`src/rtl/mul_arbiter.sv`:
```
// Round-robin arbiter sharing one pipelined multiplier among NUM_REQ requesters.
// Define MUL_ARB_PERF_EN to build the issue_cnt performance counter.

package flexka_pkg;
  localparam int unsigned FSIZE              = 8;
  localparam int unsigned MULTIPLIER_LATENCY = 3;
endpackage

module mul_arbiter
  import flexka_pkg::*;
#(
  parameter int unsigned NUM_REQ = 4
) (
  input  logic                              CLK,
  input  logic                              RSTN,
  input  logic [NUM_REQ-1:0]                req_valid,
  input  logic [NUM_REQ-1:0][FSIZE-1:0]     req_a,
  input  logic [NUM_REQ-1:0][FSIZE-1:0]     req_b,
  output logic [NUM_REQ-1:0]                req_ready,
  output logic [FSIZE-1:0]                  mul_a,
  output logic [FSIZE-1:0]                  mul_b,
  input  logic [2*FSIZE-1:0]                mul_p,
  output logic [NUM_REQ-1:0]                rsp_valid,
  output logic [2*FSIZE-1:0]                rsp_p,
  output logic [31:0]                       issue_cnt
);

  localparam int unsigned IDW = (NUM_REQ > 1) ? $clog2(NUM_REQ) : 1;
  localparam int unsigned LAT = MULTIPLIER_LATENCY;

  logic [IDW-1:0]          ptr_q;
  logic                    grant_vld_c;
  logic [IDW-1:0]          grant_id_c;
  logic [LAT-1:0]          tag_v_q;
  logic [LAT-1:0][IDW-1:0] tag_id_q;

  // First asserted request at or above the pointer, wrapping; nothing granted in reset
  always_comb begin
    grant_vld_c = 1'b0;
    grant_id_c  = ptr_q;
    for (int unsigned k = 0; k < NUM_REQ; k++) begin
      int unsigned idx;
      idx = 32'(ptr_q) + k;
      if (idx >= NUM_REQ) idx = idx - NUM_REQ;
      if (RSTN && !grant_vld_c && req_valid[IDW'(idx)]) begin
        grant_vld_c = 1'b1;
        grant_id_c  = IDW'(idx);
      end
    end
  end

  always_comb begin
    req_ready = '0;
    mul_a     = '0;
    mul_b     = '0;
    if (grant_vld_c) begin
      req_ready[grant_id_c] = 1'b1;
      mul_a                 = req_a[grant_id_c];
      mul_b                 = req_b[grant_id_c];
    end
  end

  // A grant always coincides with valid, so every grant is a transfer
  always_ff @(posedge CLK or negedge RSTN) begin
    if (!RSTN) begin
      ptr_q <= '0;
    end else if (grant_vld_c) begin
      ptr_q <= (grant_id_c == IDW'(NUM_REQ - 1)) ? '0 : grant_id_c + IDW'(1);
    end
  end

  // Tag pipeline mirrors the multiplier latency; reset drops in-flight results
  always_ff @(posedge CLK or negedge RSTN) begin
    if (!RSTN) begin
      tag_v_q  <= '0;
      tag_id_q <= '0;
    end else begin
      tag_v_q[0]  <= grant_vld_c;
      tag_id_q[0] <= grant_id_c;
      for (int unsigned i = 1; i < LAT; i++) begin
        tag_v_q[i]  <= tag_v_q[i-1];
        tag_id_q[i] <= tag_id_q[i-1];
      end
    end
  end

  always_comb begin
    rsp_valid = '0;
    rsp_p     = '0;
    if (tag_v_q[LAT-1]) begin
      rsp_valid[tag_id_q[LAT-1]] = 1'b1;
      rsp_p                      = mul_p;
    end
  end

`ifdef MUL_ARB_PERF_EN
  logic [31:0] issue_cnt_q;

  always_ff @(posedge CLK or negedge RSTN) begin
    if (!RSTN) begin
      issue_cnt_q <= '0;
    end else if (grant_vld_c) begin
      issue_cnt_q <= issue_cnt_q + 32'd1;
    end
  end

  assign issue_cnt = issue_cnt_q;
`else
  assign issue_cnt = '0;
`endif

endmodule

```
`config.mk`:
```
export PLATFORM = sky130hd
export DESIGN_NAME = mul_arbiter
export DESIGN_NICKNAME = d
export VERILOG_FILES = /design/src/rtl/mul_arbiter.sv
export SDC_FILE = /design/constraint.sdc
export NUM_CORES = 1
export LEC_CHECK = 0
export ABC_CLOCK_PERIOD_IN_PS = 4200
export CAP_MARGIN = 30
export CORE_ASPECT_RATIO = 1.75
export CORE_MARGIN = 2
export CORE_UTILIZATION = 31
export CTS_CLUSTER_DIAMETER = 200
export CTS_CLUSTER_SIZE = 8
export DETAILED_ROUTE_END_ITERATION = 7
export HOLD_SLACK_MARGIN = 0.03
export PLACE_DENSITY_LB_ADDON = 0.25
export SETUP_SLACK_MARGIN = 0.1
export SLEW_MARGIN = 20
export SYNTH_ARGS = -nofsm -noshare
export SYNTH_HDL_FRONTEND = slang
export SYNTH_SLANG_ARGS = --single-unit
```
`constraint.sdc`:
```
create_clock -name CLK -period 4.2 [get_ports CLK]
set_input_delay 1.26 -clock CLK [delete_from_list [all_inputs] [get_ports CLK]]
set_output_delay 1.26 -clock CLK [all_outputs]
set_load 0.02 [all_outputs]
```
# Word-level counts from Yosys, hierarchy flattened
# Index checks and enable logic that the tools add are counted.
[totals] word_cells=72 input_bits=86 ff_bits=11 romBits=0 latchBits=0 ram_bits=0 output_inout_bits=72 mem_count=0
[classes] n_mul=0 div=0 shift=0 add_sub_neg=8 n_mux=34 magnitude_cmp=12 bitwise_logic=0 eq_ne=1 reduce_logical=12
[ops] operator="binary-select mux 8 bit (select 2 bit)" count=2
[ops] operator="two-way mux 8 bit" count=4
[ops] operator="< comparator 2 x 3 -> 1 bit, second input constant" count=6
[ops] operator="two-way mux 2 bit" count=9
[ops] operator="two-way mux 16 bit" count=1
[ops] operator="two-way mux 1 bit" count=10
[ops] operator=">= comparator 3 bit, second input constant" count=3
[ops] operator="logical AND 1 bit" count=9
[ops] operator="binary-select mux 1 bit (select 2 bit)" count=4
[ops] operator="two-way mux 4 bit" count=2
[ops] operator="subtractor 2 x 1 -> 2 bit, second input constant" count=4
[ops] operator="adder 2 x 2 -> 3 bit, second input constant" count=2
[ops] operator="demux 1 bit (select 2 bit)" count=2
[ops] operator=">= comparator 2 x 1 -> 1 bit, second input constant" count=2
[ops] operator="adder 2 x 1 -> 3 bit, second input constant" count=1
[ops] operator=">= comparator 2 x 3 -> 1 bit, second input constant" count=1
[ops] operator="zero test 1 bit" count=3
[ops] operator="adder 2 x 1 -> 2 bit, second input constant" count=1
[ops] operator="equality test 2 bit, second input constant" count=1

# Depth between registers and ports, before layout
# Gate-level depths: netlist (run 1).
[logic_depth] ltp_word=23 depth_mapped=8 mapped_depth_nobuf=7

# Worst setup path before layout (run 1)
# Ideal clock, no wire load.
[synth_timing] path_type="in2out" from="input port RSTN" to="output port mul_a[1]" n_path_buf=2 arrival_time_ps=2855 stages=8 setup_slack_ps=85 required_time_ps=2940 cell_sequence="buf_2 > nand2b_1 > or3_4 > o21ai_4 > nor2_4 > buf_6 > mux2i_1 > o221ai_1"
[synth_via] elab_chain_len=17 word_cells_on_any_way=21
[synth_rtl] element="start: declaration" line_no="15" source="input logic RSTN,"
[synth_rtl] element="logical AND 1 bit" line_no="45" source="if (RSTN && !grant_vld_c && req_valid[IDW'(idx)]) begin"
[synth_rtl] element="two-way mux 1 bit" line_no="45"
[synth_rtl] element="zero test 1 bit" line_no="45"
[synth_rtl] element="logical AND 1 bit (2 in series)" line_no="45"
[synth_rtl] element="two-way mux 1 bit" line_no="45"
[synth_rtl] element="zero test 1 bit" line_no="45"
[synth_rtl] element="logical AND 1 bit (2 in series)" line_no="45"
[synth_rtl] element="two-way mux 1 bit" line_no="45"
[synth_rtl] element="zero test 1 bit" line_no="45"
[synth_rtl] element="logical AND 1 bit (2 in series)" line_no="45"
[synth_rtl] element="two-way mux 2 bit" line_no="45"
[synth_rtl] element="binary-select mux 8 bit (select 2 bit)" line_no="58" source="mul_a = req_a[grant_id_c];"
[synth_rtl] element="two-way mux 8 bit (implied by the code)" line_no="58"
[synth_rtl] element="two-way mux 8 bit (*)" line_no="56" source="if (grant_vld_c) begin"
[synth_rtl] element="end: declaration" line_no="20" source="output logic [FSIZE-1:0] mul_a,"
# Mark *: on every way between the ends. The rest lies on a longest branch, timed or not. The select of a mux whose other input is x is not followed.

# Final worst setup path (run 1)
[layout_timing] from="input port req_valid[3]" to="output port req_ready[2]"
[layout_via] elab_chain_len=21 word_cells_on_any_way=32
[layout_rtl] element="start: declaration" line_no="16" source="input logic [NUM_REQ-1:0] req_valid,"
[layout_rtl] element="binary-select mux 1 bit (select 2 bit)" line_no="45"
[layout_rtl] element="two-way mux 1 bit (implied by the code)" line_no="45"
[layout_rtl] element="logical AND 1 bit" line_no="45"
[layout_rtl] element="two-way mux 1 bit" line_no="45"
[layout_rtl] element="zero test 1 bit" line_no="45"
[layout_rtl] element="logical AND 1 bit (2 in series)" line_no="45"
[layout_rtl] element="two-way mux 1 bit" line_no="45"
[layout_rtl] element="zero test 1 bit" line_no="45"
[layout_rtl] element="[... 3 more ...]"
[layout_rtl] element="zero test 1 bit" line_no="45"
[layout_rtl] element="logical AND 1 bit (2 in series)" line_no="45"
[layout_rtl] element="two-way mux 2 bit" line_no="45"
[layout_rtl] element="< comparator 2 x 3 -> 1 bit (implied by the code) / >= comparator 2 x 1 -> 1 bit (equally long branches)" line_no="57" source="req_ready[grant_id_c] = 1'b1;"
[layout_rtl] element="logical AND 1 bit (implied by the code)" line_no="57"
[layout_rtl] element="two-way mux 1 bit (implied by the code)" line_no="57"
[layout_rtl] element="demux 1 bit (select 2 bit)" line_no="57"
[layout_rtl] element="two-way mux 4 bit (*)" line_no="56"
[layout_rtl] element="end: declaration" line_no="19" source="output logic [NUM_REQ-1:0] req_ready,"
# Marked as above.

==> results.toml, run 1 <==
[outcome]
run_status = "complete, no violations"

[timing]
hold_violations = 0
slew_viol_final = 0
period_share = 0.993
setup_violations = 0
hold_slack_ps = 351
fmax_ghz = 0.240
tightest_slew_ps = 524
worst_clock_skew_ps = 1.72
slew_headroom = 0.651
min_period_ps = 4170
rsz0062_at_grt = "true"
finalSetupTns_ps = 0

[critical_path]
critPathLaunchType = "input pin"
end_kind = "primary output"
cp_max_fo = 4
criticalPathCategory = "in -> out"
arrival_ps = 2910
r2r_start = "ptr_q[1]"
required_ps = 2940
cp-startpoint = "req_valid[3]"

[yosys]
synth-compound-area-share = 0.235
yosysWarnings = 0
ys_types = 51
yosysSeqAreaShare = 0.162
synth_top_family_by_area = "simple AND/OR/NAND/NOR gates"
synth_area_per_cell_um2 = 8.03
synth.ff_latch_count = 11
synth-edff-count = 0
synthFlopType = "dfrtp_1"
yosys.area_share.simple = 0.256
synth_mux_area_frac = 0.101
synth_xor_area_frac = 0
synth-async-reset-ratio = 1.00
synthAdderAreaFrac = 0
netlist_area_um2 = 1700
synthCells = 212

[power]
power.leakage_nw = 1.64
finalPower_mw = 1.42
power_density_nw_per_um2 = 377
p_switching_mw = 0.622
internal_power_mw = 0.794
combPwrFrac = 0.796
p_clk_frac = 0.072
swShare = 0.439
peakVddDrop_uv = 219
power_frac_seq = 0.132

[clock_tree]
hold_buffers = 0
clockBufferDepth = 2
htreeDepth = 1
clk_latency_ps = 230
clk_pin_slew_ps = 50
cts_tree = "built"
cts-root-buf = "clkbuf_8"
cts.sinks = 11
cts_buffers = 3

[floorplanning]
pin_count = 158
die_w_um = 60.0
rows = 35
dieArea_um2 = 6120
core_area_um2 = 5300
initial_core_util = 0.321
die_h_um = 102

[detailed_routing]
vias = 2221
ant_nets = 0
first_iter_violations = 72
wl_um = 6890
viasPerCell = 4.90
wl_per_cell_um = 15.2
drc_errors = 0
firstDrtPassIters = 4

[place]
dp_hpwl_um = 4650
io_buffers = 125
gp_congestion = 0.905

[cells_and_area]
nets = 466
diodes = 0
area_growth_pct = 121
layout-drive-gt1-share = 0.391

[job]
drv_cap = 0

[global_route]
grt_pass1_vias = 2114
antenna_found_initial = 0
grt_max_degree = 21
overflow = 0
grt_pass1_wl_um = 9540
track_usage = 0.200

[min_path]
hp-class = "reg -> reg"
hp-start = "tag_id_q[3]"
==> kinds of logic after synthesis <==
| logic type | after synthesis |
|---|---|
| other cells | 1 |
| simple gates | 71 |
| compound gates | 42 |
| mux | 17 |
| flops | 11 |
| buf+inv | 70 |
==> metal layers <==
layer | global-route usage | wire length, µm | up-vias
met5 | 0 | 0 | -
met4 | 0.0718 | 157 | 0
met3 | 0.0519 | 560 | 14
met2 | 0.383 | 3980 | 155
met1 | 0.196 | 2190 | 1025
li1 | - | - | 1027
==> layout make-up <==
| class | instances | area [µm²] |
|---|---|---|
| flip-flops and latches | 11 | 275 |
| clock buffers | 4 | 45.0 |
| inverters | 23 | 86.3 |
| well taps | 74 | 92.6 |
| repair buffers | 179 | 1760 |
| multi-input cells | 162 | 1490 |
| fillers | 389 | 1550 |
==> through the flow <==
stage / utilization / worst slack, ps / area (µm²) / cells
after floorplan: - / 84.6 / 1840 / 243
after global placement: 0.590 / -847 / 3130 / 427
after detailed placement: 0.590 / -844 / 3130 / 427
after CTS: 0.647 / 19.9 / 3430 / 444
after global routing: 0.708 / -16.4 / 3750 / 453
final: 0.708 / 30.3 / 3750 / 453
==> worst max-delay path, stage by stage <==
cell and delay [ps]:
buf_8 100, nand2b_4 150, or3_4 420, o311ai_4 80
buf_4 170, o211ai_4 110, a2111oi_4 400, buf_4 210
==> placed cells by master, fill, tap and decap left out, types with 4 or more instances in the layout <==
master           count
and2_1              17
buf_12               4
buf_2                4
buf_4               50
buf_6               17
clkdlybuf4s50_1    100
conb_1              32
dfrtp_1             11
inv_1               18
inv_2                5
mux2i_1              9
mux2i_2              4
nand2_1              5
nand3_1              7
nand3_2             11
nor2_1               6
o221ai_2            12
o221ai_4             4
==> flip-flops by register name, summed over array words and instances, names as in the netlist <==
register  count
tag_id_q      6
ptr_q         2
tag_v_q       3
==> worst paths after layout <==
| check | end | cells past startpoint | slack [ps] |
|---|---|---|---|
| min reg2reg | tag_id_q[5] | 0 | 350 |
| min | tag_id_q[5] | 0 | 350 |
| max | req_ready[2] | 8 | 30 |
| min in group asynchronous | tag_v_q[0] | 2 | 990 |
| max in group asynchronous | ptr_q[1] | 3 | 3060 |
| max reg2reg | ptr_q[1] | 8 | 1850 |
==> Yosys cell counts, types with 6 or more instances <==
cell type | count | area [µm²]
dfrtp_1 | 11 | 275
nand3_1 | 18 | 90.1
and2_1 | 17 | 106
inv_1 | 20 | 75.1
nor2_1 | 6 | 22.5
nand2_1 | 6 | 22.5
buf_4 | 35 | 263
o221ai_1 | 16 | 140
buf_2 | 6 | 30.0
mux2i_1 | 16 | 160
==> timing repair <==
item | in CTS | in global routing
cloned | 4 | 2
setup buffers | 9 | 8
pin swaps | 17 | 14
setup endpoints to repair | 20 | 20
gates resized for setup | 168 | 50
==> power groups by stage <==
stage | clock network (mW) | logic, mW | registers (mW)
floorplan | 0 | 0.509 | 0.159
global placement | 0 | 0.860 | 0.179
detailed placement | 0 | 0.864 | 0.182
CTS | 0.105 | 0.980 | 0.182
global route | 0.109 | 1.19 | 0.192
finish | 0.102 | 1.13 | 0.187
No activity file was read; power rests on OpenSTA's default activity.
==> run 2: changes to the inputs <==
Settings changed: PLACE_DENSITY set to 0.82, PLACE_DENSITY_LB_ADDON 0.25 to unset.
==> run 2 against run 1 <==
Clock power about the same. Largest cell class unchanged. Cell area down 0.80%. Largest power group unchanged. Sequential power down 5%. Non-clock buffer count up 1. Hold slack worse by 7.4 ps. Critical path type unchanged. Highest routed layer unchanged.
==> results.toml, run 2 (synthesis results as in run 1) <==
[critical_path]
arrival_ps = 2840
end_kind = "primary output"
criticalPathCategory = "in -> out"
cp_max_fo = 4
required_ps = 2940
r2r_slack_ps = 1970
critPathLaunchType = "input pin"

[timing]
worst_clock_skew_ps = 0.866
period_share = 0.977
rsz0062_at_grt = "true"
setup_violations = 0
postLayoutSetupSlackWorst_ps = 97.4
hold_violations = 0
hold_slack_ps = 344
slew_viol_final = 0
fmax_ghz = 0.244
min_period_ps = 4100

[detailed_routing]
wl_per_cell_um = 16.9
vias = 2195
firstDrtPassIters = 4
viasPerCell = 4.83
drc_errors = 0
wl_um = 7650
first_iter_violations = 63
ant_nets = 0

[cells_and_area]
diodes = 0
final_common_cell = "clkdlybuf4s50_1"
largest_register = "tag_id_q"
mostFrequentLayoutCells = "clkdlybuf4s50_1 (100), buf_4 (54), conb_1 (32), and2_1 (17), inv_1 (17)"
layout-drive-gt1-share = 0.387
nets = 467
area_growth_pct = 119
n_fill_cell = 423
reg_top3 = "tag_id_q (6), tag_v_q (3), ptr_q (2)"
largest_register_ff_count = 6

[floorplanning]
die_w_um = 60.0
die_h_um = 102
rows = 35
pin_count = 158
dieArea_um2 = 6120
initial_core_util = 0.321
core_area_um2 = 5300

[clock_tree]
cts_tree = "built"
clk_latency_ps = 230
cts_buffers = 3
cts-root-buf = "clkbuf_8"
cts.sinks = 11
hold_buffers = 0
htreeDepth = 1
clockBufferDepth = 2
clk_pin_slew_ps = 50

[power]
peakVddDrop_uv = 335
power.leakage_nw = 1.63
power_density_nw_per_um2 = 366
finalPower_mw = 1.36

[global_route]
antenna_found_initial = 0
grt_max_degree = 21
overflow = 0
track_usage = 0.238
grt_pass1_wl_um = 10900
grt_pass1_vias = 2135

[place]
gp_congestion = 1.01
dp_slack_ps = -836
io_buffers = 125
dp_hpwl_um = 5960

[min_path]
hp-class = "reg -> reg"

[outcome]
run_status = "complete, no violations"

[job]
drv_cap = 0
==> run 2: changes by cell type in the layout (fill, tap and decap cells not counted), moves of 3 or more <==
cell and delta:
buf_4 +4, buf_6 -4, buf_2 -3, o21ai_2 -3, o221ai_2 +3, o221ai_4 -3
==> run 2: metrics by stage <==
step | TNS (ps) | utilization | cell area [µm²] | instances
6_report | 0 | 0.702 | 3720 | 454
5_1_grt | 0 | 0.702 | 3720 | 454
4_1_cts | -29.5 | 0.664 | 3520 | 445
3_5_place_dp | -15430 | 0.602 | 3190 | 435
3_3_place_gp | -15470 | 0.602 | 3190 | 435
2_1_floorplan | 0 | - | 1840 | 243
==> run 2: where the power goes <==
part	total [mW]	switching, mW	internal [mW]
Clock	0.102	0.0355	0.0663
Sequential	0.177	0.0367	0.141
Combinational	1.08	0.524	0.559
==> run 2: timing repair <==
action / in CTS / in global routing
pin swaps: 29 / 18
endpoints found under the hold margin: 0 / 0
resized for setup: 178 / 32
gates cloned: 1 / 1
setup endpoints to repair: 20 / 20
buffers inserted: 5 / 8
==> run 2: metal layers <==
metal | track usage | vias up | wire length (µm)
met1 | 0.270 | 1019 | 2770
met4 | 0.0581 | 0 | 177
met2 | 0.423 | 132 | 3990
met3 | 0.0722 | 14 | 715
li1 | - | 1030 | -
met5 | 0 | - | 0
==> run 2: worst paths after layout <==
check,endpoint,depth (start not counted),from
max in group asynchronous,tag_v_q[0],4,RSTN
worst max register to register,ptr_q[1],10,ptr_q[0]
worst min register to register,tag_v_q[1],0,tag_v_q[0]
worst max-delay path,req_ready[2],9,req_valid[3]
min in group asynchronous,ptr_q[0],2,RSTN
worst min-delay path,tag_v_q[1],0,tag_v_q[0]
==> run 2: final cells by class <==
cell class                 instances  area [µm²]  area share
clock buffer                       4        45.0      0.0121
inverter                          23        86.3      0.0232
multi-input combinational        162        1450       0.391
sequential                        11         275      0.0739
tap                               74        92.6      0.0249
timing repair buffer             180        1770       0.475
==> run 2: worst max-delay path, cell delays in order <==
cell and delay, ps:
buf_8 100, nand2b_4 140, or3_4 370, o311ai_4 80, buf_6 140, o211ai_4 100, buf_12 160, a2111oi_4 280
buf_4 200
==> run 3: changes to the inputs <==
Settings changed: SETUP_SLACK_MARGIN 0.1 to 0.5.
==> run 3 against run 2 <==
Final cell count up 0.44%. Routed wire length fell by 1.0%. Critical path depth rose by 2. Register-to-register slack worse by 200 ps. Via count grew 4.6%. Non-clock buffer count rose by 2. Clock skew up 4.7 ps. Clock power up 9%. Flip-flop and latch count unchanged.
==> results.toml, run 3 (synthesis results as in run 1) <==
[floorplanning]
rows = 35
dieArea_um2 = 6120
die_w_um = 60.0
die_h_um = 102
initial_core_util = 0.321
pin_count = 158
core_area_um2 = 5300

[global_route]
grt_pass1_wl_um = 10800
antenna_found_initial = 0
grt_pass1_vias = 2293
track_usage = 0.234
overflow = 0
grt_max_degree = 21

[detailed_routing]
wl_per_cell_um = 16.6
met3_length_um = 516
vias = 2295
ant_nets = 0
wl_um = 7570
firstDrtPassIters = 4
drt-met1-wl_um = 2410
viasPerCell = 5.03
drc_errors = 0
routed.top_layer = "met4"
first_iter_violations = 58
wl_met2_um = 4430

[cells_and_area]
largest_register_ff_count = 6
diodes = 0
largest_register = "tag_id_q"
area_growth_pct = 143
final_common_cell = "clkdlybuf4s50_1"
nets = 469
post-route-cell-area_um2 = 4140
fin_util = 0.782
layout-drive-gt1-share = 0.411
mostFrequentLayoutCells = "clkdlybuf4s50_1 (85), buf_4 (33), conb_1 (32), buf_6 (31), inv_1 (18)"
reg_top3 = "tag_id_q (6), tag_v_q (3), ptr_q (2)"
finalNonFillerCells = 456

[clock_tree]
clockBufferDepth = 2
cts-root-buf = "clkbuf_8"
cts.sinks = 11
htreeDepth = 1
clk_latency_ps = 250
cts_buffers = 3
clk_pin_slew_ps = 50
cts_tree = "built"

[critical_path]
criticalPathCategory = "in -> out"
end_kind = "primary output"
cp_max_fo = 6
arrival_ps = 2880
critPathLaunchType = "input pin"
worst_path_dominant_cell_family = "simple AND/OR/NAND/NOR gates"
critical_path.most_common_cell = "buf_6"
required_ps = 2940
crit_slowest_cell = "and4bb_2"
critPathBufInv = 5
max_stage_delay_ps = 290
cp_cell_sequence = "buf_6 -> buf_6 -> and4bb_2 -> o32ai_2 -> nand4bb_1 -> nand2_2 -> nand2_4 -> buf_12 -> buf_16 -> o221ai_2 -> buf_4"

[place]
place_inst = 424
dp_slack_ps = -919
placed_area_um2 = 3380
gp_congestion = 0.907
dp_hpwl_um = 5030
io_buffers = 125

[timing]
worst_clock_skew_ps = 5.52
period_share = 0.986
min_period_ps = 4140
finalSetupTns_ps = 0
slew_headroom = 0.631
rsz0062_at_grt = "true"
setup_violations = 0
postLayoutSetupSlackWorst_ps = 59.1
fmax_ghz = 0.241
hold_slack_ps = 347
slew_viol_final = 0
hold_violations = 0
tightest_slew_ps = 554

[power]
finalPower_mw = 1.62
power.leakage_nw = 1.92
power_density_nw_per_um2 = 391
peakVddDrop_uv = 350

[min_path]
hp-class = "reg -> reg"

[job]
drv_cap = 0

[outcome]
run_status = "complete, no violations"
==> run 3: worst register-to-register path: stages, from the launching register on <==
cell and delay [ps]:
dfrtp_1 690, inv_2 220, or4_4 590, o21ai_4 100
buf_6 120, buf_6 80, buf_6 100, a2111oi_4 50
buf_4 140, a211o_1 230
==> run 3: layout make-up <==
class | instances | area [µm²]
Timing Repair Buffer | 182 | 1980
Multi-Input combinational cell | 162 | 1670
Fill cell | 337 | 1160
Sequential cell | 11 | 275
Tap cell | 74 | 92.6
Inverter | 23 | 86.3
Clock buffer | 3 | 41.3
Clock inverter | 1 | 5.00
==> run 3: final timing paths <==
| kind | startpoint | endpoint | slack (ps) | depth (start not counted) |
|---|---|---|---|---|
| worst max-delay path | req_valid[3] | mul_b[7] | 60 | 11 |
| worst min-delay path | tag_v_q[0] | tag_v_q[1] | 350 | 0 |
| worst max register to register | ptr_q[0] | ptr_q[1] | 1770 | 9 |
| worst min register to register | tag_v_q[0] | tag_v_q[1] | 350 | 0 |
| max in group asynchronous | RSTN | tag_id_q[0] | 3050 | 3 |
| min in group asynchronous | RSTN | ptr_q[1] | 1020 | 3 |
==> run 3: metal layers <==
metal | up-vias | global-route usage
met5 | - | 0
met4 | 0 | 0.118
met3 | 19 | 0.0354
met2 | 150 | 0.450
met1 | 1085 | 0.227
li1 | 1041 | -
==> run 3: timing repair <==
action / CTS / global route
pin swaps: 20 / 6
endpoints found under the hold margin: 0 / 0
endpoints found under the setup margin: 22 / 33
setup buffers: 17 / 6
cloned: 3 / 2
gates resized for setup: 188 / 33
hold buffers: 0 / 0
==> run 3: power breakdown <==
group	internal, mW	leakage [nW]	switching [mW]
Clock	0.0655	0.0255	0.0454
Combinational	0.716	1.76	0.602
Sequential	0.140	0.130	0.0522
Total	0.922	1.92	0.699
